===== src/rtl/sqrt_seq_pkg.sv =====
// Shared constants for the square-root batch sequencer: state encodings,
// default widths and the value written for an operand that timed out.
package sqrt_seq_pkg;

   localparam int unsigned AW_DEF = 4;
   localparam int unsigned DW_DEF = 8;
   localparam int unsigned CW     = 8;

   localparam logic [7:0] ERR_RESULT = 8'hFF;

   typedef logic [2:0] state_t;

   localparam state_t S_IDLE   = 3'd0;
   localparam state_t S_FETCH  = 3'd1;
   localparam state_t S_LATCH  = 3'd2;
   localparam state_t S_START  = 3'd3;
   localparam state_t S_WAIT   = 3'd4;
   localparam state_t S_STORE  = 3'd5;
   localparam state_t S_FINISH = 3'd6;

endpackage


===== src/rtl/sqrt_batch_seq.sv =====
// Walks operand RAM addresses 0..last_addr through the square-root unit and
// writes each root (or ERR_RESULT on timeout) back at the same address.
module sqrt_batch_seq
   import sqrt_seq_pkg::*;
#(
   parameter int unsigned AW      = AW_DEF,
   parameter int unsigned DW      = DW_DEF,
   parameter int unsigned TIMEOUT = 255
) (
   input  logic          clk,
   input  logic          resetN,
   input  logic          go,
   input  logic          abort,
   input  logic [AW-1:0] last_addr,
   output logic [AW-1:0] ram_addr,
   input  logic [DW-1:0] ram_rd_data,
   output logic [DW-1:0] sq_N,
   output logic          sq_St,
   input  logic          sq_Done,
   input  logic [DW-1:0] sq_Sqrt,
   output logic          res_wr,
   output logic [AW-1:0] res_addr,
   output logic [DW-1:0] res_data,
   output logic          busy,
   output logic          done,
   output logic          err,
   output logic [AW-1:0] err_addr
);

   state_t        r_state,    w_state;
   logic [AW-1:0] r_addr,     w_addr;
   logic [AW-1:0] r_last,     w_last;
   logic [DW-1:0] r_sq_n,     w_sq_n;
   logic          r_st,       w_st;
   logic [CW-1:0] r_cnt,      w_cnt;
   logic          r_res_wr,   w_res_wr;
   logic [DW-1:0] r_res_data, w_res_data;
   logic          r_busy,     w_busy;
   logic          r_done,     w_done;
   logic          r_err,      w_err;
   logic [AW-1:0] r_err_addr, w_err_addr;
   logic          r_done_prev;

   logic          w_done_edge;
   logic [CW-1:0] w_cnt_inc;

   // Only a fresh rising edge of sq_Done counts; a level left over from the
   // previous operand must not complete the current one.
   assign w_done_edge = sq_Done & ~r_done_prev;
   assign w_cnt_inc   = r_cnt + CW'(1);

   always_comb begin
      w_state    = r_state;
      w_addr     = r_addr;
      w_last     = r_last;
      w_sq_n     = r_sq_n;
      w_st       = 1'b0;
      w_cnt      = r_cnt;
      w_res_wr   = 1'b0;
      w_res_data = r_res_data;
      w_done     = 1'b0;
      w_err      = r_err;
      w_err_addr = r_err_addr;

      case (r_state)
         S_IDLE: begin
            if (go && !abort) begin
               w_state    = S_FETCH;
               w_addr     = '0;
               w_last     = last_addr;
               w_err      = 1'b0;
               w_err_addr = '0;
            end
         end
         S_FETCH: w_state = S_LATCH;
         S_LATCH: begin
            w_sq_n  = ram_rd_data;
            w_st    = 1'b1;
            w_state = S_START;
         end
         S_START: begin
            w_cnt   = '0;
            w_state = S_WAIT;
         end
         S_WAIT: begin
            w_cnt = w_cnt_inc;
            if (w_done_edge) begin
               w_res_data = sq_Sqrt;
               w_res_wr   = 1'b1;
               w_state    = S_STORE;
            end else if (w_cnt_inc == CW'(TIMEOUT)) begin
               w_res_data = DW'(ERR_RESULT);
               w_res_wr   = 1'b1;
               w_state    = S_STORE;
               if (!r_err) begin
                  w_err      = 1'b1;
                  w_err_addr = r_addr;
               end
            end
         end
         S_STORE: begin
            if (r_addr == r_last) begin
               w_done  = 1'b1;
               w_state = S_FINISH;
            end else begin
               w_addr  = r_addr + AW'(1);
               w_state = S_FETCH;
            end
         end
         S_FINISH: w_state = S_IDLE;
         default:  w_state = S_IDLE;
      endcase

      // Abort overrides everything except the sticky error record.
      if (abort && (r_state != S_IDLE)) begin
         w_state  = S_IDLE;
         w_st     = 1'b0;
         w_res_wr = 1'b0;
         w_done   = 1'b0;
      end

      w_busy = (w_state != S_IDLE);
   end

   always_ff @(posedge clk or negedge resetN) begin
      if (!resetN) begin
         r_state     <= S_IDLE;
         r_addr      <= '0;
         r_last      <= '0;
         r_sq_n      <= '0;
         r_st        <= 1'b0;
         r_cnt       <= '0;
         r_res_wr    <= 1'b0;
         r_res_data  <= '0;
         r_busy      <= 1'b0;
         r_done      <= 1'b0;
         r_err       <= 1'b0;
         r_err_addr  <= '0;
         r_done_prev <= 1'b0;
      end else begin
         r_state     <= w_state;
         r_addr      <= w_addr;
         r_last      <= w_last;
         r_sq_n      <= w_sq_n;
         r_st        <= w_st;
         r_cnt       <= w_cnt;
         r_res_wr    <= w_res_wr;
         r_res_data  <= w_res_data;
         r_busy      <= w_busy;
         r_done      <= w_done;
         r_err       <= w_err;
         r_err_addr  <= w_err_addr;
         r_done_prev <= sq_Done;
      end
   end

   assign ram_addr = r_addr;
   assign res_addr = r_addr;
   assign sq_N     = r_sq_n;
   assign sq_St    = r_st;
   assign res_wr   = r_res_wr;
   assign res_data = r_res_data;
   assign busy     = r_busy;
   assign done     = r_done;
   assign err      = r_err;
   assign err_addr = r_err_addr;

endmodule


===== config.mk =====
export PLATFORM = sky130hd
export DESIGN_NAME = sqrt_batch_seq
export DESIGN_NICKNAME = d
export VERILOG_FILES = /design/src/rtl/sqrt_seq_pkg.sv /design/src/rtl/sqrt_batch_seq.sv
export SDC_FILE = /design/constraint.sdc
export NUM_CORES = 1
export LEC_CHECK = 0
export BUFFER_PORTS_ARGS = -buffer_cell sky130_fd_sc_hd__buf_2
export CAP_MARGIN = 40
export CORE_MARGIN = 2
export CORE_UTILIZATION = 40
export DETAILED_ROUTE_END_ITERATION = 6
export GPL_TIMING_DRIVEN = 1
export PLACE_DENSITY = 0.65
export SLEW_MARGIN = 20
export SYNTH_ARGS = -nofsm -noshare
export SYNTH_HDL_FRONTEND = slang
export SYNTH_SLANG_ARGS = --single-unit
export TNS_END_PERCENT = 30

===== constraint.sdc =====
create_clock -name clk -period 3.1 [get_ports clk]
set_input_delay 0.31 -clock clk [delete_from_list [all_inputs] [get_ports clk]]
set_output_delay 0.31 -clock clk [all_outputs]
set_load 0.005 [all_outputs]

==> results of run 1 <==
==> worst max-delay path: cells and delay by family (launching register included) <==
kind	cells	cell delay (ns)
compound gates	1	0.19
simple gates	2	1.12
flops	1	0.57
==> metrics by stage <==
stage               cells  utilization [%]
floorplan             188                -
detailed placement    306             47.7
finish                315             49.8
global route          315             49.8
global placement      304             47.2
CTS                   315             49.8
==> cell usage in the layout (no fill, tap or decap), drive strengths merged <==
master,count
or3b,1
a211o,2
o21ai,13
and3,4
clkinv,2
clkbuf,6
a31oi,1
nor4,1
buf,59
or3,2
dlygate4sd3,1
nor4b,1
o22a,9
o211ai,1
nand2,24
nor2,13
nor2b,1
dfrtp,45
nor3b,2
nand3,10
nor3,3
inv,3
nand4,1
o31ai,2
mux2,8
ha,3
a21oi,5
nand2b,1
xor2,1
xnor2,6
a22o,7
nand3b,3
a211oi,1
o21a,3
==> sequential cells by signal, summed over array words and instances (netlist names), 3 cells and up <==
| register | cells |
|---|---|
| r_state | 3 |
| res_data | 8 |
| ram_addr | 4 |
| sq_N | 8 |
| err_addr | 4 |
| r_last | 4 |
| r_cnt | 8 |
==> cells by family after synthesis <==
group                      share of synthesized area, %
and+or+nand+nor                                    16.9
DFF                                                54.5
AOI/OAI and AO/OA                                  15.7
buffers and inverters                              3.39
muxes                                              4.36
xor gates and xnor gates                           3.33
adders and majority gates                          1.82
==> report_power, final <==
part           total, uW  leakage (uW)  switching, uW  internal, uW
Clock                378     0.0000512            197           181
Sequential           897      0.000563            143           754
Combinational        615      0.000578            305           309
==> worst paths after layout <==
| path | start | endpoint | cells after the start |
|---|---|---|---|
| hold / removal | sq_Done | r_done_prev | 1 |
| setup reg to reg | r_state[2] | err_addr[2] | 3 |
| min in group asynchronous | resetN | res_data[0] | 2 |
| setup / recovery | r_state[2] | err_addr[2] | 3 |
| max in group asynchronous | resetN | r_state[1] | 3 |
| hold reg to reg | res_data[5] | res_data[5] | 1 |
==> layout make-up <==
cell class              instances  share of cell area (%)
well taps                      70                    3.49
inverters                       3                   0.448
flip-flops and latches         45                    44.8
clock buffers                   6                    3.29
multi-input cells             129                    34.6
clock inverters                 2                   0.548
repair buffers                 60                    12.8
==> timing repair <==
| action | 4_1_cts | 5_1_grt |
|---|---|---|
| endpoints found under the hold margin | 19 | 0 |
| hold buffers | 1 | 0 |
| setup endpoints to repair | 0 | 0 |
==> routing by layer <==
layer  share of wire, %  GRT usage, %  vias up
met4                1.8          5.26        0
met3                5.5          4.89        8
met5                  0             0        -
met1                 44          19.7      771
met2                 49          26.2       38
li1                   -             -      774
==> impl_metrics.csv, run 1 <==
group,metric,value,unit
cts,cts_setup_buffers,0,
logic_synthesis,synth_most_common_cell,"dfrtp_1",
floorplanning,dieArea,0.00576,mm^2
critical_path,cp-end-kind,"flop",
logic_synthesis,ys_seq_area_share,54.5,%
critical_path,crit_chain,"or3b_1 -> nor4b_2 -> a22o_1",
cells_and_area,multi_input_area,870,um^2
sta,skew,0.0100,ns
cts,clock_latency,0.30,ns
sta,fin_crit_sh,63.1,%
hold_path,hold_class,"input pin to flop",
logic_synthesis,synth.area.top_cells,"dfrtp_1 55%, mux2_2 4.4%, nand2_1 4.4%",
cts,cts.sinks,45,
critical_path,slowest_delay,0.64,ns
critical_path,r2r_slack,1.14,ns
logic_synthesis,netlist_area,0.00207,mm^2
sta,worst_slew_pin_slew,0.585,ns
floorplanning,die_w,75.9,um
placed_design,gp_congestion,0.823,
critical_path,critical_path.max_fanout,18,
cts,cts_made_buffers,5,
sta,fmax,511,MHz
critical_path,cpMaxStageDelayCell,"or3b_1",
logic_synthesis,synth_nets,216,
cells_and_area,fin_nets,272,
floorplanning,row_count,26,
cells_and_area,final-seq-area,0.00113,mm^2
grt,antenna_found_initial,0,
sta,setup_ws,1.14,ns
critical_path,arrival,2.19,ns
pwr,leakagePower,0.00119,uW
routing,vias,1591,
placed_design,dpl-instance-area,0.00240,mm^2
sta,hold_slack,0.133,ns
logic_synthesis,synth_area_per_cell,11.0,um^2
logic_synthesis,yosysWarningCount,0,
floorplanning,num_io_pins,58,
pwr,irDropWorstVdd,0.447,mV
floorplanning,initial_core_util,41.0,%
logic_synthesis,synthArstFlopShare,100,%
critical_path,critPathRequiredTime,3.33,ns
sta,tns,0,ns
grt,track_usage,15.8,%
logic_synthesis,ys_seq_elements,45,
status,outcome,"complete, no violations",
floorplanning,die_h,75.9,um
critical_path,critPathKind,"flop to flop",
cells_and_area,fin_area,0.00251,mm^2
cts,cts_tree,"yes",
critical_path,cp-start-kind,"flop",
cts,cts_root_buf,"clkbuf_8",
logic_synthesis,synth_top_cell_by_area,"dfrtp_1",
logic_synthesis,synth_cells,188,
cts,clock_path_buffers,2,
cells_and_area,n_antenna_cell,0,
cts,htreeDepth,2,
routing,vias_per_cell,5.05,
routing,drc,0,
sta,setup_viol,0,
pwr,p_per_area,753,mW/mm^2
cts,cts.repair.resized,0,
routing,final_antenna_net_count,0,
cells_and_area,syn2layout_area_growth,21.6,%
routing,drt_wl_total,4090,um
placed_design,dp_hpwl,3020,um
logic_synthesis,ys_top_cells_by_count,"45 x dfrtp_1, 24 x nand2_1, 13 x nor2_1",
cells_and_area,post_route_cells_drive_above_1_share,33.5,%
logic_synthesis,synth_edf_count,0,
floorplanning,core,0.00504,mm^2
sta,slew_headroom,60.6,%
logic_synthesis,synth_cell_types,39,
pwr,finalPower,1890,uW
job,drv_cap,0,
sta,fin_crit,1.96,ns
sta,grt_setup_unrepaired,"false",
placed_design,place_ws,1.17,ns
cells_and_area,n_fill_cell,477,
logic_synthesis,synth_ff_type,"dfrtp_1",
logic_synthesis,yosysTopAreaCellShare,54.5,%
grt,grt_max_degree,27,
grt,grt-ovfl-total,0,
sta,hold_violations,0,
routing,first_iter_violations,72,
cts,clk_pin_slew,0.09,ns
routing,first_pass_iters,4,
routing,routedWlPerCell,13.0,um
sta,drv_slew,0,
placed_design,numPortBuffers,57,
grt,grt_pass1_wl,6790,um
grt,grt_pass1_vias,1477,
No activity file was read; power rests on OpenSTA's default activity.
==> inputs of run 2 (changes only) <==
- ABC_AREA: not set -> 1
- PLACE_DENSITY: 0.65 -> 0.64
- clock period: 3.1 -> 2.1 ns (I/O delays scaled with it)
==> impl_metrics.csv, run 2 <==
group,metric,value,unit
sta,hold_slack,0.0607,ns
routing,drt_wl_total,4330,um
cells_and_area,syn2layout_area_growth,21.0,%
cts,hold_buffers,1,
routing,first_iter_violations,68,
pwr,irDropWorstVdd,0.503,mV
logic_synthesis,ys_seq_area_share,51.7,%
logic_synthesis,ys_top_cells_by_count,"75 x nand2_1, 45 x dfrtp_1, 43 x nor2_1",
job,drv_cap,0,
critical_path,critPathKind,"flop to flop",
grt,grt-ovfl-total,0,
floorplanning,dieArea,0.00605,mm^2
sta,skew,0.00267,ns
cts,htreeDepth,2,
placed_design,dp_hpwl,3200,um
critical_path,cpMaxStageDelayCell,"dfrtp_1",
cts,clock_path_buffers,2,
logic_synthesis,netlist_area,0.00218,mm^2
grt,track_usage,15.5,%
sta,fmax,607,MHz
logic_synthesis,synth_cells,256,
logic_synthesis,synth_cell_types,28,
cts,cts_made_buffers,5,
grt,antenna_found_initial,0,
routing,final_antenna_net_count,0,
floorplanning,num_io_pins,58,
cells_and_area,n_antenna_cell,0,
logic_synthesis,synth_edf_count,0,
placed_design,gp_congestion,0.808,
critical_path,crit_chain,"ha_1 -> nand2_1 -> nand2_1 -> nor2_1 -> nand3_1 -> nor2_1 -> nand2_1 -> nand2_2 -> nand3_2 -> nand2_1 -> nand2_1",
pwr,combPwrFrac,36.5,%
sta,setup_viol,0,
grt,grt_max_degree,27,
sta,fin_crit,1.65,ns
critical_path,arrival,1.84,ns
routing,vias,1778,
floorplanning,die_h,77.8,um
logic_synthesis,synth_area_per_cell,8.50,um^2
logic_synthesis,synthArstFlopShare,100,%
grt,grt_pass1_vias,1679,
cells_and_area,layout_common_cells,"75 x nand2_1, 57 x buf_2, 45 x dfrtp_1",
placed_design,dpl-instance-area,0.00254,mm^2
sta,fin_crit_sh,78.5,%
cts,cts_tree,"yes",
placed_design,numPortBuffers,57,
routing,drc,0,
routing,routedWlPerCell,11.2,um
pwr,p_per_area,1100,mW/mm^2
pwr,power.internal,1780,uW
floorplanning,core,0.00517,mm^2
critical_path,cp-end-kind,"flop",
logic_synthesis,yosysWarningCount,0,
cells_and_area,final_common_cell,"nand2_1",
cells_and_area,post_route_cells_drive_above_1_share,27.0,%
critical_path,critPathRequiredTime,2.30,ns
sta,grt_setup_unrepaired,"false",
floorplanning,initial_core_util,42.1,%
cts,clk_pin_slew,0.09,ns
logic_synthesis,synth_ff_type,"dfrtp_1",
hold_path,hold_class,"input pin to flop",
grt,grt_pass1_wl,7520,um
logic_synthesis,synth_top_cell_by_area,"dfrtp_1",
sta,hold_violations,0,
sta,drv_slew,0,
logic_synthesis,yosysTopAreaCellShare,51.7,%
routing,first_pass_iters,4,
critical_path,slowest_delay,0.43,ns
status,outcome,"complete, no violations",
sta,tns,0,ns
routing,vias_per_cell,4.58,
critical_path,cp-start-kind,"flop",
sta,worst_slew_pin_slew,0.494,ns
cts,cts.repair.resized,0,
cells_and_area,fin_area,0.00264,mm^2
pwr,p_switching,1130,uW
logic_synthesis,synth_nets,284,
cts,cts_root_buf,"clkbuf_8",
cts,clock_latency,0.30,ns
pwr,pwr-share-seq,45.0,%
pwr,leakagePower,0.00142,uW
pwr,swShare,38.9,%
logic_synthesis,ys_seq_elements,45,
critical_path,critical_path.max_fanout,6,
placed_design,place_ws,0.448,ns
floorplanning,row_count,26,
cells_and_area,fin_nets,345,
pwr,p_clk_share,18.5,%
cts,cts_setup_buffers,0,
sta,slew_headroom,67.1,%
sta,setup_ws,0.452,ns
floorplanning,die_w,77.8,um
logic_synthesis,synth_most_common_cell,"nand2_1",
critical_path,r2r_slack,0.45,ns
logic_synthesis,synth.area.top_cells,"dfrtp_1 52%, nand2_1 13%, nor2_1 7.4%",
critical_path,cp_common_cell,"nand2_1",
cts,cts.sinks,45,
[run 2: cell count changes after synthesis, sizes merged, moves of 5 or more]
cell / before / now
nand4: 1 / 6
xnor2: 6 / 0
nand2: 24 / 80
inv: 3 / 26
o22a: 9 / 0
nor2: 13 / 47
clkbuf: 5 / 0
mux2: 8 / 0
a22o: 7 / 0
[run 2: kinds of logic (layout without fill, tap and decap cells)]
group | after synthesis | after routing | share of synthesized area (%)
and+or+nand+nor | 153 | 153 | 33.7
DFF | 45 | 45 | 51.7
buffers and inverters | 32 | 94 | 6.32
AOI/OAI and AO/OA | 19 | 19 | 4.88
xor gates and xnor gates | 4 | 4 | 1.61
adders and majority gates | 3 | 3 | 1.72
[run 2: worst paths after layout]
check,depth (start not counted),endpoint,start
hold reg to reg,2,err_addr[2],err_addr[2]
min in group asynchronous,2,r_cnt[5],resetN
max in group asynchronous,3,sq_St,resetN
hold / removal,1,r_done_prev,sq_Done
setup reg to reg,11,err_addr[0],r_cnt[0]
setup / recovery,11,err_addr[0],r_cnt[0]
[run 2: final cells by class]
class / count / area (um^2)
Clock buffer: 6 / 72.6
Clock inverter: 2 / 15.0
Fill cell: 481 / 2540
Inverter: 26 / 97.6
Multi-Input combinational cell: 179 / 913
Sequential cell: 45 / 1130
Tap cell: 70 / 87.6
Timing Repair Buffer: 60 / 323
[run 2: stage by stage]
stage	cells	utilization, %	total power, uW
4_1_cts	388	50.9	2950
3_3_place_gp	379	49.1	2380
6_report	388	50.9	2900
3_5_place_dp	379	49.1	2400
2_1_floorplan	256	-	2020
5_1_grt	388	50.9	3180
[run 2: power groups by stage]
stage          combinational, uW  clock [uW]  sequential, uW
5_1_grt                     1250         586            1350
6_report                    1060         538            1310
3_3_place_gp                1060           0            1320
2_1_floorplan                698           0            1320
3_5_place_dp                1080           0            1320
4_1_cts                     1080         556            1310
[run 2: routing by layer]
metal  global-route usage [%]  part of all wire (%)  vias up
met1                     20.3                    48      797
li1                         -                     -      930
met5                        0                     0        -
met3                     2.56                   4.5        7
met4                     6.07                   1.5        0
met2                     25.6                    46       44
[run 2: critical path: cells and delay by family, from the launching register on]
kind | cells | cell delay [ns]
adder cells (fa/ha/maj) | 1 | 0.25
flip-flops | 1 | 0.43
AND/OR/NAND/NOR | 10 | 0.87
==> inputs of run 3 (changes only) <==
- PLACE_DENSITY: 0.64 -> 0.67
- clock period: 2.1 -> 1.4 ns (I/O delays scaled with it)
==> impl_metrics.csv, run 3 (synthesis results as in run 2) <==
group,metric,value,unit
status,outcome,"complete, but fails checks",
status,violations,"setup timing",
grt,use_met1,21.3,%
sta,grt_setup_unrepaired,"true",
hold_path,hold_class,"input pin to flop",
critical_path,critPathKind,"flop to flop",
job,drv_cap,0,
cts,cts_made_buffers,5,
critical_path,cp_top_family,"simple AND/OR/NAND/NOR gates",
grt,grt_pass1_wl,8020,um
routing,first_pass_iters,4,
pwr,p_per_area,1670,mW/mm^2
grt,grt_max_degree,28,
critical_path,critical_path.max_fanout,6,
cells_and_area,n_fill_cell,472,
cts,cts_tree,"yes",
sta,hold_slack,0.0233,ns
grt,grtUsageMet3,4.19,%
cells_and_area,final_common_cell,"nand2_1",
grt,track_usage,16.7,%
critical_path,crit_chain,"ha_4 -> inv_2 -> nand2_2 -> nand2_4 -> nor2_4 -> nand3_2 -> nor2_2 -> nand2_2 -> nand2_4 -> nand3_4 -> nand2_1 -> nand2_1",
grt,grtUsageMet2,28.7,%
cells_and_area,syn2layout_area_growth,37.5,%
cts,cts_root_buf,"clkbuf_8",
placed_design,numPortBuffers,57,
critical_path,timing.critical_path.buf_inv,1,
cts,clock_latency,0.30,ns
sta,hold_violations,0,
routing,first_iter_violations,64,
sta,skew,0.00497,ns
routing,vias_per_cell,4.62,
floorplanning,dieArea,0.00605,mm^2
floorplanning,die_w,77.8,um
grt,grt_pass1_vias,1815,
sta,setup_viol,16,
routing,final_antenna_net_count,0,
cts,htreeDepth,2,
critical_path,r2r_cells,12,
routing,vias,1923,
critical_path,arrival,1.78,ns
critical_path,cp-end-kind,"flop",
pwr,finalPower,5010,uW
grt,antenna_found_initial,0,
sta,drv_slew,0,
sta,setup_ws,-0.178,ns
floorplanning,die_h,77.8,um
floorplanning,initial_core_util,42.1,%
critical_path,cp-start-kind,"flop",
cells_and_area,n_antenna_cell,0,
critical_path,critPathRequiredTime,1.60,ns
pwr,irDropWorstVdd,0.906,mV
cts,clock_path_buffers,2,
sta,fin_crit,1.58,ns
cells_and_area,layout_common_cells,"64 x nand2_1, 57 x buf_2, 42 x dfrtp_1",
cells_and_area,post_route_cells_drive_above_1_share,41.6,%
critical_path,cpMaxStageDelayCell,"dfrtp_1",
placed_design,gp_congestion,0.745,
sta,worst_slew_pin_slew,0.476,ns
routing,drc,0,
floorplanning,row_count,26,
sta,slew_headroom,68.2,%
cells_and_area,stdcell_count,416,
floorplanning,num_io_pins,58,
routing,routedWlPerCell,11.7,um
pwr,leakagePower,0.00157,uW
placed_design,place_inst,404,
cells_and_area,fin_nets,373,
critical_path,slowest_delay,0.44,ns
cts,cts.sinks,45,
grt,grt.busiest_layer,"met2",
routing,drt_wl_total,4870,um
cts,clk_pin_slew,0.09,ns
grt,grt-ovfl-total,0,
placed_design,dp_hpwl,3440,um
sta,fin_crit_sh,113,%
critical_path,r2r_slack,-0.18,ns
hold_path,worstHoldPathCells,2,
critical_path,cp.depth,12,
sta,fmax,634,MHz
floorplanning,core,0.00517,mm^2
==> run 3: cell count changes in the layout (fill, tap and decap cells not counted), sizes merged <==
cell / change
buf: +27
dlygate4sd3: +1
==> run 3: layer usage <==
layer | share of wire, % | up-vias
met5 | 0 | -
met2 | 50 | 51
met1 | 46 | 888
li1 | - | 980
met3 | 4.3 | 4
met4 | 0.51 | 0
==> run 3: area by class of cell <==
class                   instances  area [um^2]  share of cell area [%]
inverters                      26         97.6                    3.26
flip-flops and latches         45         1130                    37.8
multi-input cells             179         1050                    35.0
clock buffers                   6         72.6                    2.42
repair buffers                 88          543                    18.1
well taps                      70         87.6                    2.93
clock inverters                 2         15.0                   0.502
==> run 3: report_power, final <==
part | switching [uW] | total, uW | internal [uW]
clock | 458 | 811 | 352
combinational | 1230 | 2260 | 1030
sequential | 242 | 1930 | 1690
total | 1930 | 5010 | 3080
==> run 3: what timing repair did <==
action | CTS | global route
endpoints found under the hold margin | 19 | 0
hold buffers | 2 | 0
resized for setup | 3 | 39
setup buffers | 2 | 0
pin swaps | 7 | 9
setup endpoints to repair | 17 | 25
==> run 3: per-stage QoR <==
stage / setup TNS [ns] / worst slack, ns / cell area (um^2) / utilization (%)
final: -2.23 / -0.178 / 2990 / 57.9
after global routing: -4.28 / -0.306 / 2990 / 57.9
after CTS: -2.05 / -0.178 / 2860 / 55.3
after floorplan: -0.381 / -0.0639 / 2180 / -
after detailed placement: -1.76 / -0.178 / 2730 / 52.8
after global placement: -1.08 / -0.102 / 2730 / 52.8
==> run 3: worst reg2reg max path, cell delays in order, from the launching register on <==
cell and delay, ns:
dfrtp_1 0.44, ha_4 0.20, inv_2 0.04, nand2_2 0.07, nand2_4 0.06, nor2_4 0.09
nand3_2 0.10, nor2_2 0.12, nand2_2 0.07, nand2_4 0.09, nand3_4 0.08, nand2_1 0.08
nand2_1 0.04
==> run 3: path summary, 6_finish.rpt <==
path                               endpoint        start
worst max-delay path            err_addr[3]     r_cnt[1]
worst min-delay path                  sq_St        abort
worst max register to register  err_addr[3]     r_cnt[1]
worst min register to register  err_addr[1]  err_addr[1]
max in group asynchronous          r_cnt[3]       resetN
min in group asynchronous       err_addr[1]       resetN
